`config.mk`:
```
export PLATFORM = sky130hd
export DESIGN_NAME = screen_sequencer
export DESIGN_NICKNAME = d
export VERILOG_FILES = /design/src/rtl/screen_sequencer_pkg.sv /design/src/rtl/screen_sequencer_fb_clear_engine.sv /design/src/rtl/screen_sequencer.sv
export SDC_FILE = /design/constraint.sdc
export NUM_CORES = 1
export LEC_CHECK = 0
export CORE_ASPECT_RATIO = 0.6
export CORE_MARGIN = 2
export CORE_UTILIZATION = 35
export DETAILED_ROUTE_END_ITERATION = 8
export MAX_ROUTING_LAYER = met4
export PLACE_DENSITY = 0.72
export SYNTH_ARGS = -nofsm -noshare
export SYNTH_HDL_FRONTEND = slang
export SYNTH_SLANG_ARGS = --single-unit
export TNS_END_PERCENT = 1
```
`constraint.sdc`:
```
create_clock -name i_clk -period 3.8 [get_ports i_clk]
set_input_delay 0.38 -clock i_clk [delete_from_list [all_inputs] [get_ports i_clk]]
set_output_delay 0.38 -clock i_clk [all_outputs]
set_load 0.005 [all_outputs]
```
`src/rtl/screen_sequencer_pkg.sv`:
```
// screen_sequencer_pkg: shared screen IDs, frame sizes and sequencer state type
package screen_sequencer_pkg;
  localparam int DEF_NUM_PIXELS = 76800;
  localparam int DEF_ADDR_W = 17;
  localparam logic [31:0] DEF_CLEAR_COLOR = 32'h0;
  localparam int DEF_HOLD_CYCLES = 4;
  localparam logic [1:0] SCR_MENU = 2'd0;
  localparam logic [1:0] SCR_GAME = 2'd1;
  localparam logic [1:0] SCR_OVER = 2'd2;
  localparam logic [1:0] SCR_CLEAR = 2'd3;
  typedef enum logic [2:0] {ST_CLEAR, ST_HOLD, ST_MENU, ST_GAME, ST_OVER} state_t;
  function automatic logic [1:0] screen_of(input state_t s);
    return s == ST_MENU ? SCR_MENU : s == ST_GAME ? SCR_GAME : s == ST_OVER ? SCR_OVER : SCR_CLEAR;
  endfunction
endpackage

```
`src/rtl/screen_sequencer_fb_clear_engine.sv`:
```
// fb_clear_engine: sweeps every framebuffer address once with the clear colour
module fb_clear_engine #(
  parameter int NUM_PIXELS = 76800,
  parameter int ADDR_W = 17,
  parameter logic [31:0] CLEAR_COLOR = 32'h0
) (
  input  logic              i_clk,
  input  logic              i_reset,
  input  logic              i_start,
  output logic              o_we,
  output logic [ADDR_W-1:0] o_addr,
  output logic [31:0]       o_wdata,
  output logic              o_done
);
  logic              r_busy;
  logic [ADDR_W-1:0] r_cnt;
  always_ff @(posedge i_clk)
    if (i_reset || i_start) begin
      r_busy <= 1'b1;
      r_cnt <= '0;
    end else if (o_done) begin
      r_busy <= 1'b0;
      r_cnt <= '0;
    end else if (r_busy) begin
      r_cnt <= r_cnt + 1'b1;
    end
  assign o_we = r_busy;
  assign o_addr = r_cnt;
  assign o_wdata = CLEAR_COLOR;
  assign o_done = r_busy && r_cnt == ADDR_W'(NUM_PIXELS - 1);
endmodule

```
`src/rtl/screen_sequencer.sv`:
```
// screen_sequencer: sequences menu/game/over producers onto one framebuffer port with clears between screens
module screen_sequencer
  import screen_sequencer_pkg::*;
#(
  parameter int NUM_PIXELS = DEF_NUM_PIXELS,
  parameter int ADDR_W = DEF_ADDR_W,
  parameter logic [31:0] CLEAR_COLOR = DEF_CLEAR_COLOR,
  parameter int HOLD_CYCLES = DEF_HOLD_CYCLES
) (
  input  logic              i_clk,
  input  logic              i_reset,
  input  logic              i_menu_we,
  input  logic [ADDR_W-1:0] i_menu_addr,
  input  logic [31:0]       i_menu_wdata,
  input  logic              i_menu_done,
  input  logic              i_game_we,
  input  logic [ADDR_W-1:0] i_game_addr,
  input  logic [31:0]       i_game_wdata,
  input  logic              i_game_done,
  input  logic              i_game_won,
  input  logic              i_over_we,
  input  logic [ADDR_W-1:0] i_over_addr,
  input  logic [31:0]       i_over_wdata,
  input  logic              i_over_done,
  output logic              o_menu_rst_n,
  output logic              o_game_rst_n,
  output logic              o_over_rst_n,
  output logic              o_fb_we,
  output logic [ADDR_W-1:0] o_fb_addr,
  output logic [31:0]       o_fb_wdata,
  output logic [1:0]        o_cur_screen
);
  localparam int HOLD_W = $clog2(HOLD_CYCLES + 1);
  state_t              r_state, w_next, r_target, w_next_target;
  logic [HOLD_W-1:0]   r_hold_cnt;
  logic                w_leave, w_we, w_clr_we, w_clr_done;
  logic [ADDR_W-1:0]   w_addr, w_clr_addr;
  logic [31:0]         w_wdata, w_clr_wdata;
  fb_clear_engine #(
    .NUM_PIXELS (NUM_PIXELS),
    .ADDR_W     (ADDR_W),
    .CLEAR_COLOR(CLEAR_COLOR)
  ) u_clear (
    .i_clk  (i_clk),
    .i_reset(i_reset),
    .i_start(w_leave),
    .o_we   (w_clr_we),
    .o_addr (w_clr_addr),
    .o_wdata(w_clr_wdata),
    .o_done (w_clr_done)
  );
  always_comb begin
    w_next = r_state;
    w_next_target = r_target;
    w_leave = 1'b0;
    w_we = 1'b0;
    w_addr = '0;
    w_wdata = '0;
    case (r_state)
      ST_CLEAR: begin
        w_we = w_clr_we;
        w_addr = w_clr_addr;
        w_wdata = w_clr_wdata;
        w_next = w_clr_done ? ST_HOLD : ST_CLEAR;
      end
      ST_HOLD: w_next = r_hold_cnt == HOLD_W'(HOLD_CYCLES - 1) ? r_target : ST_HOLD;
      ST_MENU: begin
        w_we = i_menu_we;
        w_addr = i_menu_addr;
        w_wdata = i_menu_wdata;
        w_leave = i_menu_done && o_menu_rst_n;
        w_next_target = w_leave ? ST_GAME : r_target;
      end
      ST_GAME: begin
        w_we = i_game_we;
        w_addr = i_game_addr;
        w_wdata = i_game_wdata;
        w_leave = i_game_done && o_game_rst_n;
        w_next_target = w_leave ? (i_game_won ? ST_MENU : ST_OVER) : r_target;
      end
      ST_OVER: begin
        w_we = i_over_we;
        w_addr = i_over_addr;
        w_wdata = i_over_wdata;
        w_leave = i_over_done && o_over_rst_n;
        w_next_target = w_leave ? ST_MENU : r_target;
      end
      default: w_next = ST_CLEAR;
    endcase
    if (w_leave) w_next = ST_CLEAR;
  end
  always_ff @(posedge i_clk)
    if (i_reset) begin
      r_state <= ST_CLEAR;
      r_target <= ST_MENU;
      r_hold_cnt <= '0;
      o_fb_we <= 1'b0;
      o_fb_addr <= '0;
      o_fb_wdata <= '0;
      o_menu_rst_n <= 1'b0;
      o_game_rst_n <= 1'b0;
      o_over_rst_n <= 1'b0;
      o_cur_screen <= SCR_CLEAR;
    end else begin
      r_state <= w_next;
      r_target <= w_next_target;
      r_hold_cnt <= (r_state == ST_HOLD && w_next == ST_HOLD) ? r_hold_cnt + 1'b1 : '0;
      o_fb_we <= w_we;
      o_fb_addr <= w_addr;
      o_fb_wdata <= w_wdata;
      o_menu_rst_n <= w_next == ST_MENU;
      o_game_rst_n <= w_next == ST_GAME;
      o_over_rst_n <= w_next == ST_OVER;
      o_cur_screen <= screen_of(w_next);
    end
endmodule

```
## Yosys cells after proc, flatten, opt, wreduce, memory -nomap -nowiden

Cells that the tools add are included.

| operators by class | value |
|---|---|
| add/sub/neg operators | 2 |
| multipliers | 0 |
| divide/modulo/power cells | 0 |
| magnitude comparators | 0 |
| equality and inequality tests | 13 |
| shift operators | 0 |
| mux-type cells | 16 |
| bitwise operators | 1 |
| reduce and logical (&&, ||, !) cells | 12 |

Operators by type and width:

| operator | number |
|---|---|
| $pmux 32 s3 | 1 |
| $pmux 17 s4 | 1 |
| $mux 3 | 6 |
| $pmux 3 s3 | 2 |
| $add 17x1->17 const B | 1 |
| $eq 17x17->1 const B | 1 |
| $eq 3x2->1 const B | 5 |
| $eq 3x1->1 const B | 2 |
| $eq 3x3->1 const B | 2 |
| $ne 2x2->1 const B | 3 |
| $logic_and 1x1->1 | 5 |
| $mux 2 | 2 |
| $pmux 1 s4 | 1 |
| $reduce_and 4->1 | 1 |
| $reduce_or 2->1 | 2 |
| $add 3x1->3 const B | 1 |
| $logic_not 3->1 | 1 |
| $pmux 1 s3 | 1 |
| $reduce_bool 3->1 | 1 |
| $reduce_or 3->1 | 1 |
| $mux 1 | 2 |
| $logic_or 1x1->1 | 1 |
| $not 1->1 | 1 |

| storage, ports and cells | value |
|---|---|
| register bits | 82 |
| bits in latches | 0 |
| memory bits (writable) | 0 |
| ROM bits | 0 |
| input port bits | 156 |
| output and inout port bits | 55 |
| logic and storage cells | 56 |
| memories | 0 |

## Logic depth before layout (Yosys ltp)

Gate-level depths: netlist of run 1.

| logic depth | value |
|---|---|
| depth in word-level cells | 9 |
| depth in mapped cells | 7 |
| depth with buffers taken out | 6 |

## Hierarchy

Synthesis of run 1 repeated with hierarchy kept, for this count alone.

| second synthesis, totals | value |
|---|---|
| cell total of the unflattened synthesis | 429 |
| area total of the unflattened synthesis | 3,897.5 µm² |

By module, submodules not included:

| module | times used | cells an instance | area an instance (µm²) | seq. area each (µm²) |
|---|---|---|---|---|
| screen_sequencer | 1 | 300 | 2,829.0 | 1,281.2 |
| fb_clear_engine | 1 | 129 | 1,068.5 | 360.3 |

## Least setup slack after synthesis of run 1

Ideal clock, no wire load.

| timing | value |
|---|---|
| path type | reg-to-reg |
| start | register u_clear.r_cnt[0], in the netlist u_clear.o_addr[0] |
| end | register u_clear.r_busy, in the netlist u_clear.o_we |
| library setup time | 133 ps |
| data arrival time | 1,944 ps |
| required time | 3,667 ps |
| setup slack | 1,723 ps |
| stages on the path, launching flop included | 7 |
| buffers on the path | 1 |
| clock period less this slack | 2,077 ps |
| cells stage by stage | dfxtp_1 -> ha_1 -> nand4_1 -> or4_4 -> nor3_2 -> buf_4 -> o21ai_1 |

| on the way | value |
|---|---|
| longest elaborated chain between the ends | 2 |

RTL lines:

| item | line | text |
|---|---|---|
| start, declared | screen_sequencer_fb_clear_engine.sv:16 | `logic [ADDR_W-1:0] r_cnt;` |
| start signal, assigned | screen_sequencer_fb_clear_engine.sv:25 | `r_cnt <= r_cnt + 1'b1;` |
| $eq 17x17->1 | screen_sequencer_fb_clear_engine.sv:30 | `assign o_done = r_busy && r_cnt == ADDR_W'(NUM_PIXELS - 1);` |
| $logic_and 1x1->1 | screen_sequencer_fb_clear_engine.sv:30 |  |
| end signal, assigned | screen_sequencer_fb_clear_engine.sv:19 | `r_busy <= 1'b1;` |
| end signal, assigned | screen_sequencer_fb_clear_engine.sv:22 | `r_busy <= 1'b0;` |
| end, declared | screen_sequencer_fb_clear_engine.sv:15 | `logic r_busy;` |

Every way passes these cells.
A chain may end at the register's enable or synchronous reset.

## Worst setup path after layout of run 1

| timing | value |
|---|---|
| start | register u_clear.r_cnt[0], in the netlist u_clear.o_addr[0] |
| end | register u_clear.r_cnt[14], in the netlist u_clear.o_addr[14] |

| on the way | value |
|---|---|
| longest elaborated chain between the ends | 3 |
| elaborated cells between the ends (all ways) | 4 |
| classes of those cells | add/sub (1); eq/ne (1); reduce/logical (2) |

RTL lines:

| item |
|---|
| branches (longest 3 deep; another with $add 17x1->17) |

Parallel ways; which one is timed is not known.

==> results of run 1 <==
==> state kept, by name, indices dropped and copies added (netlist names) <==
name,cells
o_fb_wdata,32
o_fb_addr,17
u_clear.o_addr,17
r_hold_cnt,3
r_state,3
r_target,3
o_cur_screen,2
o_fb_we,1
o_game_rst_n,1
o_menu_rst_n,1
o_over_rst_n,1
u_clear.o_we,1
==> worst max path at each step <==
stage	slack, ns	endpoint	cells after the start
finish	1.08	u_clear.o_addr[14]$_SDFFE_PP0P_	5
detailed placement	1.11	u_clear.o_addr[7]$_SDFFE_PP0P_	5
global placement	1.34	u_clear.o_addr[6]$_SDFFE_PP0P_	5
floorplan	1.72	u_clear.o_we$_SDFFE_PP1P_	6
CTS	1.12	u_clear.o_addr[1]$_SDFFE_PP0P_	5
global route	0.87	u_clear.o_addr[7]$_SDFFE_PP0P_	5
==> cell families (layout without fill, tap and decap cells) <==
logic type / after synthesis / count (layout) / synth area share, %
fa+ha+maj: 3 / 3 / 1.04
compound gates: 135 / 135 / 27.9
flops: 82 / 82 / 45.7
mux: 1 / 1 / 0.278
simple gates: 117 / 117 / 17.3
xor+xnor: 15 / 15 / 3.65
buf+inv: 39 / 239 / 4.21
==> per-stage QoR <==
step | hold slack, ns | power [uW] | setup slack (ns) | util, % | area [sq um]
2_1_floorplan | 0.408 | 904 | 1.72 | - | 3600
3_3_place_gp | 0.422 | 1070 | 1.34 | 58.7 | 5820
3_5_place_dp | 0.432 | 1080 | 1.11 | 58.7 | 5820
4_1_cts | 0.440 | 2000 | 1.12 | 61.9 | 6140
5_1_grt | 0.459 | 2050 | 0.875 | 61.9 | 6140
6_report | 0.433 | 1990 | 1.08 | 61.9 | 6140
==> layout make-up <==
cell class,instances,area [sq um]
repair buffers,219,2170
inverters,4,15.0
fillers,836,3780
clock inverters,5,77.6
flip-flops and latches,82,1640
clock buffers,11,243
multi-input cells,271,1820
well taps,135,169
==> power groups by stage <==
stage               clock network [uW]  registers (uW)  logic, uW
global placement                     0             887        187
CTS                                944             868        192
floorplan                            0             887       16.5
detailed placement                   0             888        190
finish                             926             869        192
global route                       982             869        202
==> critical path: stages, from the launching register on <==
cell and delay (ns):
dfxtp_1 0.39, ha_1 0.22, nand4_1 0.29, or4_4 0.60
nor3_2 0.90, nor3_1 0.16
==> layer usage <==
layer  vias to the layer above  track usage [%]  part of all wire, %
met5                         -                -                    0
met4                         0             5.79                 0.66
met3                         9             7.26                  8.6
met2                       173             38.1                   44
met1                      1884             33.0                   47
li1                       1876                -                    -
==> layout by cell type, fill, tap and decap left out, drive strengths merged, types with 2 or more instances in the layout <==
cell,instances
and4,2
nor3b,2
a21oi,20
nor2,40
nand3,5
ha,3
xnor2,11
dfxtp,82
clkbuf,11
inv,4
nand4,6
o21bai,3
a2bb2oi,32
nor4,7
o21ai,2
a31oi,2
nor4b,3
bufinv,2
or2,2
nand2b,2
nor2b,3
nor3,24
xor2,4
nand3b,3
or4,3
buf,9
clkinv,2
clkdlybuf4s50,210
nand2,10
a22oi,68
==> flow_metrics.tcl, run 1 <==
set metrics [dict create \
    status "complete, no violations" \
    fp-row-count 28 \
    ff2ff_path_depth 5 \
    ys.flop_type "dfxtp_1" \
    tightest_slew_ns 1.09 \
    p_sw_uw 382 \
    track_usage_pct 25.0 \
    ioPinCount 211 \
    start_kind "flip-flop" \
    holdPathStages 1 \
    first_iter_violations 238 \
    setup_viol_count_final 0 \
    placedCellCount 711 \
    fmax_mhz 367 \
    dpl.hpwl_microns 10400 \
    synth.top_cell.area_share_pct 45.7 \
    period_minus_slack_ns 2.72 \
    port_buffers 210 \
    async_flop_share_pct 0 \
    hp-class "flip-flop to flip-flop" \
    fin_skew_ns 0.00729 \
    dieWidth_microns 135 \
    ir_drop_uv 188 \
    cts_max_path_buffers 2 \
    clkPwrFrac_pct 46.6 \
    routed_wl_microns 13900 \
    holdCritStartpoint "r_hold_cnt[0]$_SDFF_PP0_" \
    dieArea_sq_um 11100 \
    syn-num-nets 551 \
    tritoncts "yes" \
    clock_sinks 82 \
    rrSetupSlack_ns 1.08 \
    p_per_area_nw_per_um2 324 \
    synth_top_cell_by_area "dfxtp_1" \
    critPathKind "flip-flop to flip-flop" \
    synth.cells.most_frequent "dfxtp_1, a22oi_1, nor2_1" \
    hold_path_end "r_hold_cnt[0]$_SDFF_PP0_" \
    cts_setup_buffers 0 \
    synthTopCellsByArea "dfxtp_1, a22oi_1, a2bb2oi_1" \
    grt_pass1_vias 3630 \
    yosys_register_bits 82 \
    initial_core_util_pct 36.3 \
    crit_path_max_fanout 17 \
    gp_congestion 0.919 \
    period_share_pct 71.7 \
    sequentialPowerShare_pct 43.7 \
    slew_violations 0 \
    r2r_end "u_clear.o_addr[14]$_SDFFE_PP0P_" \
    numCtsBuffers 9 \
    die_y_microns 82.5 \
    ys_types 46 \
    slew_headroom_pct 27.3 \
    rr_startpoint "u_clear.o_addr[0]$_SDFFE_PP0P_" \
    seq_area_frac_synth_pct 45.7 \
    antenna_found_initial 0 \
    wl_per_cell_microns 19.1 \
    required_ns 3.97 \
    core_area_sq_um 9910 \
    nets 746 \
    endpoint_kind "flip-flop" \
    drtPass1Iterations 5 \
    synth-edff-count 0 \
    grt-ovfl-total 0 \
    internal_power_uw 1610 \
    cts.clk_slew.worst_paths_ns 0.06 \
    final_hold_viol_count 0 \
    grt_pass1_wl_microns 20500 \
    synthToLayoutAreaGrowth_pct 70.7 \
    num_vias 3942 \
    postCtsResizedCells 0 \
    synth_cells 392 \
    yosys_warnings 0 \
    swShare_pct 19.2 \
    timing.setup.tns_ns 0 \
    syn_area_sq_um 3600 \
    drive_gt1_share_pct 6.08 \
    power_leakage_uw 0.00209 \
    max_cap_viol_count 0 \
    syn_area_per_cell_sq_um 9.17 \
    fin_cells 727 \
    clk_latency_ns 0.34 \
    cp.arrival_ns 2.90 \
    via_per_inst 5.42 \
    crit_start "u_clear.o_addr[0]$_SDFFE_PP0P_" \
    h-tree-depth 3 \
    grt_max_degree 52 \
    rsz0062_at_grt "no" \
    cts_hold_buffers 0 \
    clock-root-buffer "clkbuf_16" \
    antenna_left 0 \
    p_comb_share_pct 9.7 \
    yosysMostFrequentCell "dfxtp_1" \
    n_antenna_cell 0 \
    drc 0 \
]
Power figures use the tool's default switching activity.
==> run 2: changes to the inputs <==
Clock period 3.8 ns to 2.6 ns, I/O delays scaled along.
==> flow_metrics.tcl, run 2 (synthesis results as in run 1) <==
set metrics [dict create \
    rsz0062_at_grt "no" \
    period_minus_slack_ns 2.29 \
    slew_violations 0 \
    drive_gt1_share_pct 6.55 \
    routed_wl_microns 13600 \
    tightest_slew_ns 0.576 \
    required_ns 2.84 \
    rrSetupSlack_ns 0.31 \
    clk_latency_ns 0.33 \
    cp.arrival_ns 2.53 \
    multi_input_area_sq_um 1820 \
    grt_max_degree 52 \
    start_kind "flip-flop" \
    endpoint_kind "flip-flop" \
    p_sw_uw 552 \
    setup.worst_path.end "o_game_rst_n$_SDFF_PP0_" \
    drc 0 \
    ff_latch_area_sq_um 1640 \
    postCtsResizedCells 0 \
    sequentialPowerShare_pct 43.8 \
    track_usage_pct 24.4 \
    numCtsBuffers 9 \
    p_comb_share_pct 9.7 \
    grt_pass1_vias 3599 \
    postLayoutCellArea_sq_um 6160 \
    nets 749 \
    cts_hold_buffers 0 \
    ioPinCount 211 \
    setup_viol_count_final 0 \
    dpl_cell_area_sq_um 5840 \
    final_common_cell "clkdlybuf4s50_1" \
    wl_per_cell_microns 18.7 \
    power_leakage_uw 0.00210 \
    hp-class "flip-flop to flip-flop" \
    cts.clk_slew.worst_paths_ns 0.06 \
    largest_reg_flops 32 \
    r2r_end "o_game_rst_n$_SDFF_PP0_" \
    crit_start "u_clear.o_addr[0]$_SDFFE_PP0P_" \
    slew_headroom_pct 61.3 \
    rr_startpoint "u_clear.o_addr[0]$_SDFFE_PP0P_" \
    internal_power_uw 2350 \
    critPathKind "flip-flop to flip-flop" \
    timing.setup.tns_ns 0 \
    fmax_mhz 437 \
    antenna_left 0 \
    synthToLayoutAreaGrowth_pct 71.3 \
    port_buffers 210 \
    die_y_microns 82.5 \
    p_per_area_nw_per_um2 471 \
    clock-root-buffer "clkbuf_16" \
    period_share_pct 88.0 \
    n_antenna_cell 0 \
    grt_pass1_wl_microns 20100 \
    h-tree-depth 3 \
    dpl.hpwl_microns 10300 \
    status "complete, no violations" \
    swShare_pct 19.0 \
    core_area_sq_um 9910 \
    dieWidth_microns 135 \
    top_register "o_fb_wdata" \
    ff2ff_path_depth 5 \
    fp-row-count 28 \
    first_iter_violations 333 \
    crit_path_max_fanout 8 \
    ir_drop_uv 310 \
    dieArea_sq_um 11100 \
    clock_sinks 82 \
    fin_skew_ns 0.00461 \
    fillers 854 \
    antenna_found_initial 0 \
    final_hold_viol_count 0 \
    cts_setup_buffers 0 \
    grt-ovfl-total 0 \
    drtPass1Iterations 7 \
    final_cell_mix "clkdlybuf4s50_1, dfxtp_1, a22oi_1" \
    tritoncts "yes" \
    cts_max_path_buffers 2 \
    via_per_inst 5.33 \
    max_cap_viol_count 0 \
    clkPwrFrac_pct 46.5 \
    num_vias 3894 \
    initial_core_util_pct 36.3 \
    gp_congestion 0.929 \
]
==> run 2: power groups by stage <==
stage | registers, uW | logic [uW] | clock network (uW)
6_report | 1270 | 281 | 1350
5_1_grt | 1270 | 298 | 1420
4_1_cts | 1270 | 281 | 1370
3_5_place_dp | 1300 | 278 | 0
3_3_place_gp | 1300 | 275 | 0
2_1_floorplan | 1300 | 24.1 | 0
==> run 2: metrics by stage <==
step | utilization (%) | hold slack [ns] | total power, uW | worst slack (ns) | std cells
floorplan | - | 0.399 | 1320 | 0.523 | 392
global placement | 58.9 | 0.420 | 1570 | 0.454 | 714
detailed placement | 58.9 | 0.422 | 1580 | 0.345 | 714
CTS | 62.1 | 0.430 | 2920 | 0.313 | 730
global route | 62.1 | 0.460 | 2990 | 0.189 | 730
finish | 62.1 | 0.425 | 2900 | 0.312 | 730
==> run 2: worst max-delay path: stages, from the launching register on <==
cell,delay (ns)
dfxtp_1,0.39
ha_1,0.21
nand4_1,0.28
or4_4,0.60
o31a_1,0.42
nor4b_2,0.30
==> run 2: worst min-delay path by stage <==
stage / start / to / slack, ns / cells after the start
floorplan: i_game_wdata[0] / o_fb_wdata[0]$_SDFF_PP0_ / 0.40 / 2
CTS: r_hold_cnt[0]$_SDFF_PP0_ / r_hold_cnt[0]$_SDFF_PP0_ / 0.43 / 1
finish: r_hold_cnt[0]$_SDFF_PP0_ / r_hold_cnt[0]$_SDFF_PP0_ / 0.42 / 1
global placement: r_hold_cnt[0]$_SDFF_PP0_ / r_hold_cnt[0]$_SDFF_PP0_ / 0.42 / 1
global route: r_hold_cnt[0]$_SDFF_PP0_ / r_hold_cnt[0]$_SDFF_PP0_ / 0.46 / 1
detailed placement: r_hold_cnt[0]$_SDFF_PP0_ / r_hold_cnt[0]$_SDFF_PP0_ / 0.42 / 1
==> run 2: area by class of cell <==
class / instances / share of cell area, %
clock buffers: 11 / 3.94
clock inverters: 5 / 1.26
inverters: 4 / 0.244
multi-input cells: 271 / 29.6
flip-flops and latches: 82 / 26.6
well taps: 135 / 2.74
repair buffers: 222 / 35.6
==> run 2: per-layer routing <==
metal	vias up	track usage, %	routed length (microns)	share of wire (%)
li1	1881	-	-	-
met1	1843	33.7	6350	47
met2	162	35.9	6010	44
met3	8	6.29	1160	8.5
met4	0	5.68	100	0.73
met5	-	-	0	0
==> run 3: changes to the inputs <==
Settings changed: GPL_ROUTABILITY_DRIVEN set to 1, PLACE_DENSITY 0.72 to 0.7, SYNTH_HIERARCHICAL set to 1.
==> flow_metrics.tcl, run 3 <==
set metrics [dict create \
    dieArea_sq_um 12000 \
    wl_per_cell_microns 17.1 \
    p_per_area_nw_per_um2 460 \
    synthTopCellsByArea "dfxtp_1, a22oi_1, a21oi_1" \
    start_kind "flip-flop" \
    rrSetupSlack_ns 0.38 \
    slew_headroom_pct 55.5 \
    ys_types 43 \
    required_ns 2.86 \
    async_flop_share_pct 0 \
    max_cap_viol_count 0 \
    clk_latency_ns 0.33 \
    holdPathStages 1 \
    final_core_util_pct 58.4 \
    hp-class "flip-flop to flip-flop" \
    numCtsBuffers 9 \
    rsz0062_at_grt "no" \
    num_vias 3986 \
    drtPass1Iterations 5 \
    nets 785 \
    period_share_pct 85.5 \
    cts.clk_slew.worst_paths_ns 0.06 \
    synth-edff-count 0 \
    ys.flop_type "dfxtp_1" \
    status "complete, no violations" \
    core_area_sq_um 10700 \
    h-tree-depth 3 \
    power_leakage_uw 0.00226 \
    yosys_warnings 6 \
    synth_top_cell_by_area "dfxtp_1" \
    initial_core_util_pct 36.4 \
    grt_pass1_vias 3946 \
    swShare_pct 20.5 \
    n_antenna_cell 0 \
    track_usage_pct 22.5 \
    ir_drop_uv 298 \
    cts_setup_buffers 0 \
    yosys_register_bits 82 \
    largest_reg_flops 32 \
    syn_area_per_cell_sq_um 9.09 \
    routed_wl_microns 13200 \
    postCtsResizedCells 0 \
    period_minus_slack_ns 2.22 \
    sequentialPowerShare_pct 45.4 \
    die_y_microns 85.7 \
    final_common_cell "clkdlybuf4s50_1" \
    fin_skew_ns 0.00448 \
    timing.setup.tns_ns 0 \
    first_iter_violations 265 \
    tritoncts "yes" \
    synthToLayoutAreaGrowth_pct 60.3 \
    drive_gt1_share_pct 5.41 \
    grt-ovfl-total 0 \
    crit_path_max_fanout 17 \
    clock-root-buffer "clkbuf_16" \
    critPathKind "flip-flop to flip-flop" \
    seq_area_frac_synth_pct 42.1 \
    final_cell_mix "clkdlybuf4s50_1, a22oi_1, dfxtp_1" \
    cp.arrival_ns 2.48 \
    ioPinCount 211 \
    holdCritStartpoint "r_hold_cnt[0]$_SDFF_PP0_" \
    synth.cells.most_frequent "a22oi_1, dfxtp_1, a21oi_1" \
    final_hold_viol_count 0 \
    drc 0 \
    p_sw_uw 590 \
    top_register "o_fb_wdata" \
    port_buffers 210 \
    clkPwrFrac_pct 41.3 \
    synth.top_cell.area_share_pct 42.1 \
    internal_power_uw 2280 \
    power_uw 2870 \
    ff2ff_path_depth 5 \
    cts_hold_buffers 0 \
    fp-row-count 29 \
    r2r_end "u_clear/o_addr[14]$_SDFFE_PP0P_" \
    slew_violations 0 \
    gp_congestion 0.859 \
    grt_pass1_wl_microns 20700 \
    setup_viol_count_final 0 \
    fmax_mhz 450 \
    endpoint_kind "flip-flop" \
    antenna_found_initial 0 \
    syn_area_sq_um 3900 \
    cts_max_path_buffers 2 \
    p_comb_share_pct 13.3 \
    rr_startpoint "r_state[2]$_SDFF_PP0_" \
    yosysMostFrequentCell "a22oi_1" \
    fillers 948 \
    clock_sinks 82 \
    grt_max_degree 52 \
    via_per_inst 5.19 \
    tightest_slew_ns 0.668 \
    antenna_left 0 \
    dpl.hpwl_microns 9810 \
    synth_cells 429 \
    dieWidth_microns 140 \
    hold_path_end "r_hold_cnt[0]$_SDFF_PP0_" \
]
==> run 3: changes by cell type in the layout (fill, tap and decap cells not counted), moves of 4 or more <==
cell and delta:
a2bb2oi_1 -32, conb_1 +32, or3_1 +4, nor3_1 -18, nor4_1 -4, nor2_1 -16
a21oi_1 +36, a22oi_1 +33, nand3_1 +4
==> run 3: kinds of logic after synthesis <==
group	Yosys count	synth area share [%]
AO/OA/AOI/OAI	171	29.8
XOR/XNOR	14	3.15
adder cells (fa/ha/maj)	3	0.963
buffers and inverters	71	10.8
flip-flops	82	42.1
multiplexers	1	0.257
other	1	0.0962
AND/OR/NAND/NOR	86	12.9
==> run 3: through the flow <==
step / instance area [sq um] / std cells / hold slack [ns] / setup slack [ns]
floorplan: 4010 / 460 / 0.329 / 0.782
global placement: 5970 / 754 / 0.408 / 0.470
detailed placement: 5970 / 754 / 0.416 / 0.398
CTS: 6250 / 768 / 0.425 / 0.416
global route: 6250 / 768 / 0.431 / 0.251
finish: 6250 / 768 / 0.425 / 0.376
==> run 3: worst max-delay path by stage <==
stage,start,to,slack [ns],cells after the start
2_1_floorplan,u_clear/o_addr[0]$_SDFFE_PP0P_,o_menu_rst_n$_SDFF_PP0_,0.78,7
3_3_place_gp,i_over_done,u_clear/o_addr[16]$_SDFFE_PP0P_,0.47,6
3_5_place_dp,i_over_done,u_clear/o_addr[8]$_SDFFE_PP0P_,0.40,6
4_1_cts,r_state[2]$_SDFF_PP0_,u_clear/o_addr[14]$_SDFFE_PP0P_,0.42,5
5_1_grt,r_state[2]$_SDFF_PP0_,u_clear/o_addr[15]$_SDFFE_PP0P_,0.25,5
6_report,r_state[2]$_SDFF_PP0_,u_clear/o_addr[14]$_SDFFE_PP0P_,0.38,5
==> run 3: area by class of cell <==
class,instances,area [sq um],area share (%)
flip-flops and latches,82,1640,26.3
well taps,139,174,2.78
repair buffers,219,2170,34.7
multi-input cells,307,1960,31.3
clock inverters,2,12.5,0.200
clock buffers,12,267,4.27
inverters,7,26.3,0.421
==> run 3: critical path, stage by stage, from the launching register on <==
cell and delay, ns:
dfxtp_1 0.59, and3b_2 0.29, a32oi_4 0.38, nand2_1 0.16, a311o_1 0.53, a21oi_1 0.20
==> run 3: routing by layer <==
layer  vias up  GRT usage, %  share of wire, %
met4         0          3.58              0.42
met5         -             -                 0
met3         8          6.31               9.1
li1       1939             -                 -
met2       176          35.6                45
met1      1863          29.5                46
==> run 3: power by group through the flow <==
| stage | Sequential [uW] | Clock (uW) | Combinational, uW |
|---|---|---|---|
| 6_report | 1310 | 1190 | 383 |
| 5_1_grt | 1310 | 1270 | 412 |
| 4_1_cts | 1310 | 1230 | 383 |
| 3_5_place_dp | 1330 | 0 | 381 |
| 3_3_place_gp | 1330 | 0 | 376 |
| 2_1_floorplan | 1340 | 0 | 98.6 |
